===== config.mk =====
export PLATFORM = sky130hd
export DESIGN_NAME = m1553_manchester_tx
export DESIGN_NICKNAME = d
export VERILOG_FILES = /design/src/rtl/m1553_manchester_tx.sv
export SDC_FILE = /design/constraint.sdc
export NUM_CORES = 1
export LEC_CHECK = 0
export CAP_MARGIN = 20
export CORE_MARGIN = 2
export CORE_UTILIZATION = 59
export CTS_BUF_LIST = sky130_fd_sc_hd__clkbuf_16
export DETAILED_ROUTE_END_ITERATION = 16
export PLACE_DENSITY = 0.84
export SETUP_SLACK_MARGIN = 0.5
export SYNTH_ARGS = -nofsm -noshare
export SYNTH_HDL_FRONTEND = slang
export SYNTH_SLANG_ARGS = --single-unit
export TNS_END_PERCENT = 100

===== constraint.sdc =====
create_clock -name i_clk -period 5.3 [get_ports i_clk]
set_input_delay 1.06 -clock i_clk [delete_from_list [all_inputs] [get_ports i_clk]]
set_output_delay 1.06 -clock i_clk [all_outputs]
set_load 0.02 [all_outputs]

===== src/rtl/m1553_manchester_tx.sv =====
// rtl/m1553_manchester_tx.sv - MIL-STD-1553 word transmitter: sync, Manchester data, odd parity
module m1553_manchester_tx #(
    parameter int CLKS_PER_HALF_BIT = 25
) (
    input  logic        i_clk,
    input  logic        i_rst,
    input  logic        i_valid,
    input  logic [15:0] i_data,
    input  logic        i_sync_type,
    output logic        o_ready,
    output logic        o_tx_pos,
    output logic        o_tx_neg,
    output logic        o_tx_en,
    output logic        o_done
);

    localparam int CW = (CLKS_PER_HALF_BIT > 1) ? $clog2(CLKS_PER_HALF_BIT) : 1;
    localparam logic [CW-1:0] CNT_MAX = CW'(CLKS_PER_HALF_BIT - 1);

    typedef enum logic [1:0] {IDLE, SYNC, DATA, PARITY} state_t;

    state_t        state_q, state_d;
    logic [CW-1:0] cnt_q, cnt_d;
    logic [4:0]    hb_q, hb_d;
    logic [15:0]   data_q, data_d;
    logic          sync_q, sync_d;
    logic          par_q, par_d;
    logic          tx_pos_q, tx_pos_d;
    logic          tx_neg_q, tx_neg_d;
    logic          tx_en_q, tx_en_d;
    logic          done_q, done_d;
    logic          ready_q, ready_d;
    logic          accept;
    logic          start;
    logic          level;

    // Next-state sequencing; outputs are derived from the next state so they are registered
    always_comb begin
        accept   = i_valid && ready_q;
        start    = 1'b0;
        state_d  = state_q;
        cnt_d    = cnt_q;
        hb_d     = hb_q;
        data_d   = data_q;
        sync_d   = sync_q;
        par_d    = par_q;

        if (state_q == IDLE) begin
            start = accept;
        end else if (cnt_q != CNT_MAX) begin
            cnt_d = cnt_q + 1'b1;
        end else begin
            cnt_d = '0;
            hb_d  = hb_q + 5'd1;
            case (state_q)
                SYNC: begin
                    if (hb_q == 5'd5) begin
                        state_d = DATA;
                        hb_d    = '0;
                    end
                end
                DATA: begin
                    // Second half of a bit done: move the next bit to the MSB
                    if (hb_q[0]) begin
                        data_d = {data_q[14:0], 1'b0};
                    end
                    if (hb_q == 5'd31) begin
                        state_d = PARITY;
                        hb_d    = '0;
                    end
                end
                PARITY: begin
                    if (hb_q == 5'd1) begin
                        hb_d = '0;
                        if (accept) begin
                            start = 1'b1;
                        end else begin
                            state_d = IDLE;
                        end
                    end
                end
                default: state_d = IDLE;
            endcase
        end

        if (start) begin
            state_d = SYNC;
            cnt_d   = '0;
            hb_d    = '0;
            data_d  = i_data;
            sync_d  = i_sync_type;
            par_d   = ~^i_data;
        end

        case (state_d)
            SYNC:    level = sync_d ? (hb_d < 5'd3) : (hb_d >= 5'd3);
            DATA:    level = data_d[15] ^ hb_d[0];
            PARITY:  level = par_d ^ hb_d[0];
            default: level = 1'b0;
        endcase

        tx_en_d  = (state_d != IDLE);
        tx_pos_d = tx_en_d & level;
        tx_neg_d = tx_en_d & ~level;
        done_d   = (state_d == PARITY) && (hb_d == 5'd1) && (cnt_d == CNT_MAX);
        ready_d  = (state_d == IDLE) || done_d;
    end

    // State and output registers; reset drops the word in flight immediately
    always_ff @(posedge i_clk or posedge i_rst) begin
        if (i_rst) begin
            state_q  <= IDLE;
            cnt_q    <= '0;
            hb_q     <= '0;
            data_q   <= '0;
            sync_q   <= 1'b0;
            par_q    <= 1'b0;
            tx_pos_q <= 1'b0;
            tx_neg_q <= 1'b0;
            tx_en_q  <= 1'b0;
            done_q   <= 1'b0;
            ready_q  <= 1'b1;
        end else begin
            state_q  <= state_d;
            cnt_q    <= cnt_d;
            hb_q     <= hb_d;
            data_q   <= data_d;
            sync_q   <= sync_d;
            par_q    <= par_d;
            tx_pos_q <= tx_pos_d;
            tx_neg_q <= tx_neg_d;
            tx_en_q  <= tx_en_d;
            done_q   <= done_d;
            ready_q  <= ready_d;
        end
    end

    assign o_ready  = ready_q;
    assign o_tx_pos = tx_pos_q;
    assign o_tx_neg = tx_neg_q;
    assign o_tx_en  = tx_en_q;
    assign o_done   = done_q;

endmodule


Word level (Yosys, flattened, before mapping)
Index checks and enable logic that the tools add are counted.

storage, ports and cells
  output and inout bits = 5
  word-level logic and storage cells = 78
  flip-flop bits (word level) = 35
  input port bits = 20

cells by class
  reduce and logical (&&, ||, !) cells = 11
  $lt $le $gt $ge = 2
  muxes and demuxes = 32
  equal/unequal tests = 14
  add/subtract/negate cells = 2
  bitwise operators = 5

operators by type and width
  cell                                                                   count
  16-bit 2-to-1 mux                                                      5
  5-bit 2-to-1 mux                                                       9
  16-bit XNOR reduction                                                  1
  5-bit case mux with 3 select lines                                     1
  2-bit 2-to-1 mux                                                       7
  5-bit by 1-bit adder with 5-bit output, second input constant          2
  5-bit by 1-bit equality test with 1-bit output, second input constant  2
  5-bit equality test, second input constant                             2
  2-bit equality test, second input constant                             4
  1-bit 2-to-1 mux                                                       8
  2-bit case mux with 3 select lines                                     1
  2-bit nonzero test                                                     3
  5-bit by 3-bit equality test with 1-bit output, second input constant  1
  5-bit by 2-bit >= comparator with 1-bit output, second input constant  1
  5-bit by 2-bit < comparator with 1-bit output, second input constant   1
  5-bit != test, second input constant                                   1
  2-bit by 1-bit equality test with 1-bit output, second input constant  2
  2-bit zero test                                                        2
  2-bit != test, second input constant                                   2
  4-bit AND reduction                                                    1
  1-bit logical AND                                                      3
  1-bit case mux with 3 select lines                                     1
  1-bit AND                                                              2
  1-bit bitwise XOR                                                      2
  other kinds (2)                                                        2

Longest topological paths before layout
Gate-level depths: netlist (run 1).

  word-level depth = 12
  depth in mapped cells = 12

Least setup slack after synthesis (run 1)
No wires, ideal clock.

  path type = input to register
  from = input port i_valid
  to = register tx_neg_q, in the netlist o_tx_neg
  setup time = 0.120 ns
  stages on the path = 8
  setup slack = 2.610 ns
  arrival time = 2.570 ns
  path through = nand3_1 nor4_4 or2_1 buf_6 a221o_1 o31ai_1 mux2_2 o211a_1

on the way
  word-level cells in the longest chain between the ends = 12
  elaborated cells on any way between the ends = 28
  those cells by class = 2 x order compare; 3 x eq/ne; 17 x mux; 4 x bitwise; 2 x reduce/logical

ends and longest elaborated chain
  what                                                                                                                    line  source
  start, declared                                                                                                         7     input logic i_valid,
  1-bit logical AND *                                                                                                     39    accept = i_valid && ready_q;
  1-bit 2-to-1 mux                                                                                                        75    if (accept) begin
  1-bit 2-to-1 mux                                                                                                        73    if (hb_q == 5'd1) begin
  1-bit 2-to-1 mux                                                                                                        55    case (state_q)
  1-bit 2-to-1 mux                                                                                                        50    end else if (cnt_q != CNT_MAX) begin
  1-bit 2-to-1 mux                                                                                                        48    if (state_q == IDLE) begin
  5-bit 2-to-1 mux                                                                                                        86    if (start) begin
  5-bit by 2-bit >= comparator with 1-bit output / 5-bit by 2-bit < comparator with 1-bit output (equally long branches)  96    SYNC: level = sync_d ? (hb_d < 5'd3) : (hb_d >= 5'd3);
  1-bit 2-to-1 mux                                                                                                        96
  1-bit case mux with 3 select lines                                                                                      95    case (state_d)
  1-bit inverter                                                                                                          104   tx_neg_d = tx_en_d & ~level;
  1-bit AND *                                                                                                             104
  named net tx_neg_d                                                                                                      29    logic tx_neg_q, tx_neg_d;
  end signal, assigned                                                                                                    131   tx_neg_q <= tx_neg_d;
  end, declared                                                                                                           29

The timed path passes the listed nets; every way through them passes the cells marked *.
A chain may end at the register's enable or synchronous reset.

Final worst setup path (run 1)
  from = input port i_valid
  to = register tx_neg_q, in the netlist o_tx_neg

on the way
  elaborated cells on any way between the ends = 28
  those cells by class = 2 x order compare; 3 x eq/ne; 17 x mux; 4 x bitwise; 2 x reduce/logical

RTL lines
  what                                                                                          line  source
  1-bit logical AND *                                                                           39
  2-bit 2-to-1 mux / 1-bit 2-to-1 mux (equally long branches)                                   75
  2-bit 2-to-1 mux / 1-bit 2-to-1 mux (equally long branches)                                   73
  2-bit case mux with 3 select lines / 1-bit 2-to-1 mux (equally long branches)                 55
  2-bit 2-to-1 mux / 1-bit 2-to-1 mux (equally long branches)                                   50
  2-bit 2-to-1 mux / 1-bit 2-to-1 mux (equally long branches)                                   48
  2-bit 2-to-1 mux *                                                                            86
  named net state_d[1]                                                                          22    state_t state_q, state_d;
  2-bit equality test / 2-bit by 1-bit equality test with 1-bit output (equally long branches)  95
  1-bit case mux with 3 select lines                                                            95
  1-bit inverter                                                                                104
  1-bit AND *                                                                                   104
  named net tx_neg_d                                                                            29

Marked as above.

==> results_dict.tcl, run 1 <==
set metrics [dict create \
    status "finished, final reports clean" \
    num_rows 21 \
    clkTransAtPathRegs_ps 50 \
    grt_overflow 0 \
    worstHoldPathType "register to register" \
    p_sw_mw 0.125 \
    swShare 0.211 \
    antenna_found_initial 0 \
    first_pass_iters 4 \
    period_share 0.659 \
    fin_ws_ps 1810 \
    hold_violations 0 \
    setup_violations 0 \
    synthDistinctLibCells 48 \
    grt.total_usage 0.230 \
    peakVddDrop_mv 0.179 \
    synth_flop_cell "dfrtp_1" \
    grt_pass1_vias 1586 \
    power_mw 0.591 \
    ys_seq_elements 35 \
    worstHoldStart "data_q[8]" \
    cts-resized-gates 0 \
    clk_latency_ps 270 \
    p_int_mw 0.467 \
    worst_setup_path_start_kind "input pin" \
    die_w_um 63.0 \
    start_util 0.615 \
    wire_per_inst_um 14.1 \
    rsz0062_at_grt "no" \
    dpl_cell_area_um2 2300 \
    via_per_inst 5.64 \
    routed_wl_mm 4.14 \
    hold_buffers 0 \
    criticalPathCategory "input pin to register" \
    tritoncts "done" \
    period_needed_ps 3490 \
    syn_to_final_growth_pct 18.9 \
    syn_inst 227 \
    crit_fanout 25 \
    core_area_um2 3340 \
    antennaDiodeCount 0 \
    grt_max_degree 36 \
    gp_congestion 0.896 \
    dieHeight_um 63.0 \
    yosysWarnings 0 \
    timing.rr.start "hb_q[1]" \
    powerDensity_nw_per_um2 243 \
    report.final.slew_viol_count 0 \
    cts_setup_buffers 0 \
    cp.arrival_ps 3660 \
    clockBufferDepth 2 \
    synth-edff-count 0 \
    dpl_worst_slack_ps 1530 \
    synth_nets 252 \
    worstMarginPinSlew_ps 1080 \
    final_common_cell "nand2_1" \
    io_buffers 24 \
    clockPowerShare 0.463 \
    hpwl_mm 2.89 \
    worstPathRequired_ps 5460 \
    nets 272 \
    grt_pass1_wl_mm 7.16 \
    p_leak_nw 1.12 \
    ys_seq_area_frac 0.428 \
    detail_route.iter0.violations 122 \
    crit_path_end_kind "register" \
    maxCapViolations 0 \
    ios 25 \
    ant_nets 0 \
    async_flop_share 1.00 \
    relSlewSlack 0.276 \
    finClkSkew_ps 1.59 \
    final_area_um2 2440 \
    combPwrFrac 0.085 \
    crit_start "i_valid" \
    layout_common_cells "nand2_1, dfrtp_1, clkdlybuf4s50_1" \
    cts_root_buffer "clkbuf_16" \
    final_layout_size_suffix_gt1_frac 0.0605 \
    drc 0 \
    dieArea_um2 3960 \
    cts_made_buffers 5 \
    seq_power_share 0.452 \
    clock-sinks 35 \
    setup_tns_ps 0 \
    syn_area_per_cell_um2 9.03 \
    route.vias.total 1659 \
    fmax_ghz 0.286 \
    synthesis.area_um2 2050 \
    htreeDepth 2 \
]
==> per-stage QoR <==
step,instances,hold slack [ps],utilization
2_1_floorplan,227,440,-
3_3_place_gp,286,452,0.688
3_5_place_dp,286,457,0.688
4_1_cts,294,469,0.730
5_1_grt,294,486,0.730
6_report,294,464,0.730
==> path summary, 6_finish.rpt <==
path | slack (ps) | cells after the start | to
max in group asynchronous | 3790 | 3 | o_ready
hold / removal | 460 | 2 | data_q[8]
hold reg to reg | 460 | 2 | data_q[8]
min in group asynchronous | 1180 | 3 | o_done
setup / recovery | 1810 | 9 | o_tx_neg
setup reg to reg | 2040 | 10 | o_tx_neg
==> Yosys cell counts, drive strengths merged, types with 2 or more instances <==
| cell type | instances | area (um^2) |
|---|---|---|
| dfrtp | 34 | 851 |
| nand3b | 3 | 22.5 |
| a22oi | 14 | 105 |
| nor4 | 2 | 27.5 |
| ha | 5 | 62.6 |
| inv | 10 | 37.5 |
| xnor2 | 17 | 149 |
| nand4bb | 2 | 22.5 |
| nor3 | 4 | 20.0 |
| o31ai | 4 | 30.0 |
| nand2 | 44 | 165 |
| nand4b | 2 | 23.8 |
| buf | 5 | 33.8 |
| nand4 | 2 | 12.5 |
| o21ai | 9 | 45.0 |
| nor2 | 17 | 63.8 |
| a211oi | 2 | 15.0 |
| a21oi | 6 | 30.0 |
| clkbuf | 7 | 26.3 |
| xor2 | 8 | 70.1 |
| nand3 | 7 | 35.0 |
| a31oi | 2 | 12.5 |
| or2 | 4 | 27.5 |
==> power groups by stage <==
stage / clock (mW) / sequential (mW) / combinational [mW]
after CTS: 0.278 / 0.267 / 0.0506
final: 0.274 / 0.268 / 0.0501
after global routing: 0.292 / 0.267 / 0.0542
after detailed placement: 0 / 0.272 / 0.0485
after floorplan: 0 / 0.272 / 0.0273
after global placement: 0 / 0.272 / 0.0481
==> critical path: stages <==
cell and delay, ps:
clkdlybuf4s50_1 530, nand3_1 130, nor4_4 200, or2_1 690
or2_4 270, inv_2 40, or3_1 330, mux2_2 280
o211a_1 120
==> sequential cells by signal (all words and copies together), names as in the netlist <==
signal,cells
cnt_q,5
data_q,16
hb_q,5
o_done,1
o_ready,1
o_tx_en,1
o_tx_neg,1
o_tx_pos,1
par_q,1
state_q,2
sync_q,1
==> area by class of cell <==
cell class / count / area (um^2)
Tap cell: 46 / 57.6
Timing Repair Buffer: 25 / 248
Clock buffer: 5 / 125
Inverter: 10 / 37.5
Clock inverter: 3 / 16.3
Multi-Input combinational cell: 170 / 1080
Fill cell: 255 / 900
Sequential cell: 35 / 877
==> layer usage <==
layer	GRT usage	vias to the layer above	wire length (um)
li1	-	829	-
met1	0.302	780	1850
met2	0.366	43	2040
met3	0.0360	7	163
met4	0.122	0	88
met5	0	-	0
==> cells by family (layout without fill, tap and decap cells) <==
| group | after synthesis | after routing | synth area share |
|---|---|---|---|
| muxes | 2 | 2 | 0.0104 |
| AOI/OAI and AO/OA | 46 | 46 | 0.154 |
| buffers and inverters | 22 | 43 | 0.0476 |
| and+or+nand+nor | 92 | 92 | 0.223 |
| DFF | 35 | 35 | 0.428 |
| adders and majority gates | 5 | 5 | 0.0305 |
| xor gates and xnor gates | 25 | 25 | 0.107 |
(Power assumes the default switching activity.)
==> run 2, diff against run 1 <==
CORE_UTILIZATION = 55   (was 59)
PLACE_DENSITY = 0.79   (was 0.84)
clock period = 3.3 ns   (was 5.3 ns; I/O delays follow)
==> results_dict.tcl, run 2 (same netlist as run 1, synthesis figures left out) <==
set metrics [dict create \
    clockPowerShare 0.463 \
    clock-sinks 35 \
    critPathMaxStageDelay_ps 440 \
    grt_overflow 0 \
    setup_tns_ps 0 \
    ios 25 \
    core_area_um2 3630 \
    clkTransAtPathRegs_ps 50 \
    via_per_inst 5.67 \
    dieHeight_um 65.1 \
    relSlewSlack 0.547 \
    wire_per_inst_um 14.5 \
    place_inst 292 \
    clockBufferDepth 2 \
    worstPathRequired_ps 3470 \
    seq_area_um2 880 \
    crit_fanout 6 \
    first_pass_iters 4 \
    report.final.slew_viol_count 0 \
    regMostFlops "data_q" \
    path_cells "ha_2 -> and3_1 -> ha_1 -> inv_1 -> o221ai_1 -> or2_0 -> a221o_1 -> o31ai_2 -> mux2_2 -> o211a_1" \
    htreeDepth 2 \
    hold_buffers 0 \
    dieArea_um2 4230 \
    p_sw_mw 0.198 \
    seq_power_share 0.455 \
    largest_register_ff_count 16 \
    criticalPathCategory "register to register" \
    peakVddDrop_mv 0.256 \
    route.vias.total 1718 \
    clk_latency_ps 280 \
    grt_pass1_vias 1621 \
    final_area_um2 2510 \
    period_needed_ps 2700 \
    period_share 0.819 \
    cts_made_buffers 5 \
    multiInputGateArea_um2 1100 \
    gp_congestion 0.905 \
    io_buffers 24 \
    rr_worst_depth 10 \
    die_w_um 65.1 \
    final_common_cell "nand2_1" \
    powerDensity_nw_per_um2 376 \
    top_regs "data_q: 16 flops, cnt_q: 5 flops, hb_q: 5 flops" \
    status "finished, final reports clean" \
    start_util 0.564 \
    holdWs_ps 474 \
    maxCapViolations 0 \
    cp.arrival_ps 2870 \
    rsz0062_at_grt "no" \
    ant_nets 0 \
    n_fill_cell 295 \
    cts_root_buffer "clkbuf_16" \
    swShare 0.209 \
    nets 279 \
    worstHoldPathType "register to register" \
    p_int_mw 0.747 \
    setup_violations 0 \
    num_rows 22 \
    detail_route.iter0.violations 123 \
    worstMarginPinSlew_ps 679 \
    antennaDiodeCount 0 \
    syn_to_final_growth_pct 22.6 \
    combPwrFrac 0.082 \
    hpwl_mm 3.17 \
    fmax_ghz 0.370 \
    crit_end "o_tx_neg" \
    tritoncts "done" \
    reg2reg_to "o_tx_neg" \
    crit_path_end_kind "register" \
    timing.rr.start "hb_q[1]" \
    worst_setup_path_start_kind "register" \
    layout_common_cells "nand2_1, dfrtp_1, clkdlybuf4s50_1" \
    grt.total_usage 0.236 \
    antenna_found_initial 0 \
    crit_start "hb_q[1]" \
    routed_wl_mm 4.38 \
    instances_no_fill 303 \
    r2r_setup_slack_ps 600 \
    p_leak_nw 1.17 \
    cp_slowest_cell "dfrtp_2" \
    hold_violations 0 \
    dpl_cell_area_um2 2330 \
    grt_pass1_wl_mm 7.59 \
    finClkSkew_ps 3.27 \
    final_layout_size_suffix_gt1_frac 0.106 \
    drc 0 \
    grt_max_degree 20 \
]
[run 2: layout make-up]
class,count,area share
multi-input combinational,170,0.437
inverter,10,0.0149
timing repair buffer,32,0.119
tap,48,0.0239
sequential,35,0.350
clock inverter,3,0.00498
clock buffer,5,0.0498
[run 2: per-layer routing]
| metal | routed length [um] | GRT usage | part of all wire | up-vias |
|---|---|---|---|---|
| met1 | 1990 | 0.312 | 0.46 | 828 |
| met5 | 0 | 0 | 0 | - |
| met3 | 157 | 0.0521 | 0.036 | 7 |
| met4 | 75 | 0.0859 | 0.017 | 0 |
| met2 | 2150 | 0.381 | 0.49 | 39 |
| li1 | - | - | - | 844 |
[run 2: worst min path at each step]
stage / depth (start not counted) / end / slack [ps] / startpoint
4_1_cts: 2 / data_q[5] / 480 / data_q[5]
3_3_place_gp: 2 / data_q[2] / 450 / data_q[2]
5_1_grt: 2 / data_q[11] / 500 / data_q[11]
2_1_floorplan: 2 / data_q[10] / 440 / data_q[10]
3_5_place_dp: 2 / data_q[5] / 460 / data_q[5]
6_report: 2 / data_q[11] / 470 / data_q[11]
[run 2: what timing repair did]
item                                    in CTS  in global routing
setup buffers                                0                  3
endpoints found under the setup margin       1                  2
pin swaps                                    0                  1
resized for setup                            3                  4
[run 2: stage by stage]
stage	util	worst slack (ps)	total power, mW
global route	0.692	480	0.977
finish	0.692	598	0.945
detailed placement	0.641	335	0.517
floorplan	-	714	0.481
CTS	0.682	512	0.956
global placement	0.641	416	0.515
[run 2: critical path: cells and delay by family (launching register included)]
| kind | cells | cell delay [ps] |
|---|---|---|
| AO/OA/AOI/OAI | 4 | 880 |
| adder cells (fa/ha/maj) | 2 | 420 |
| buffers and inverters | 1 | 60 |
| flip-flops | 1 | 440 |
| multiplexers | 1 | 370 |
| AND/OR/NAND/NOR | 2 | 420 |
[run 2: power groups by stage]
stage          combinational [mW]  clock, mW  sequential, mW
6_report                   0.0779      0.437           0.430
5_1_grt                    0.0866      0.461           0.429
4_1_cts                    0.0796      0.447           0.430
3_5_place_dp               0.0797          0           0.437
3_3_place_gp               0.0784          0           0.437
2_1_floorplan              0.0439          0           0.437
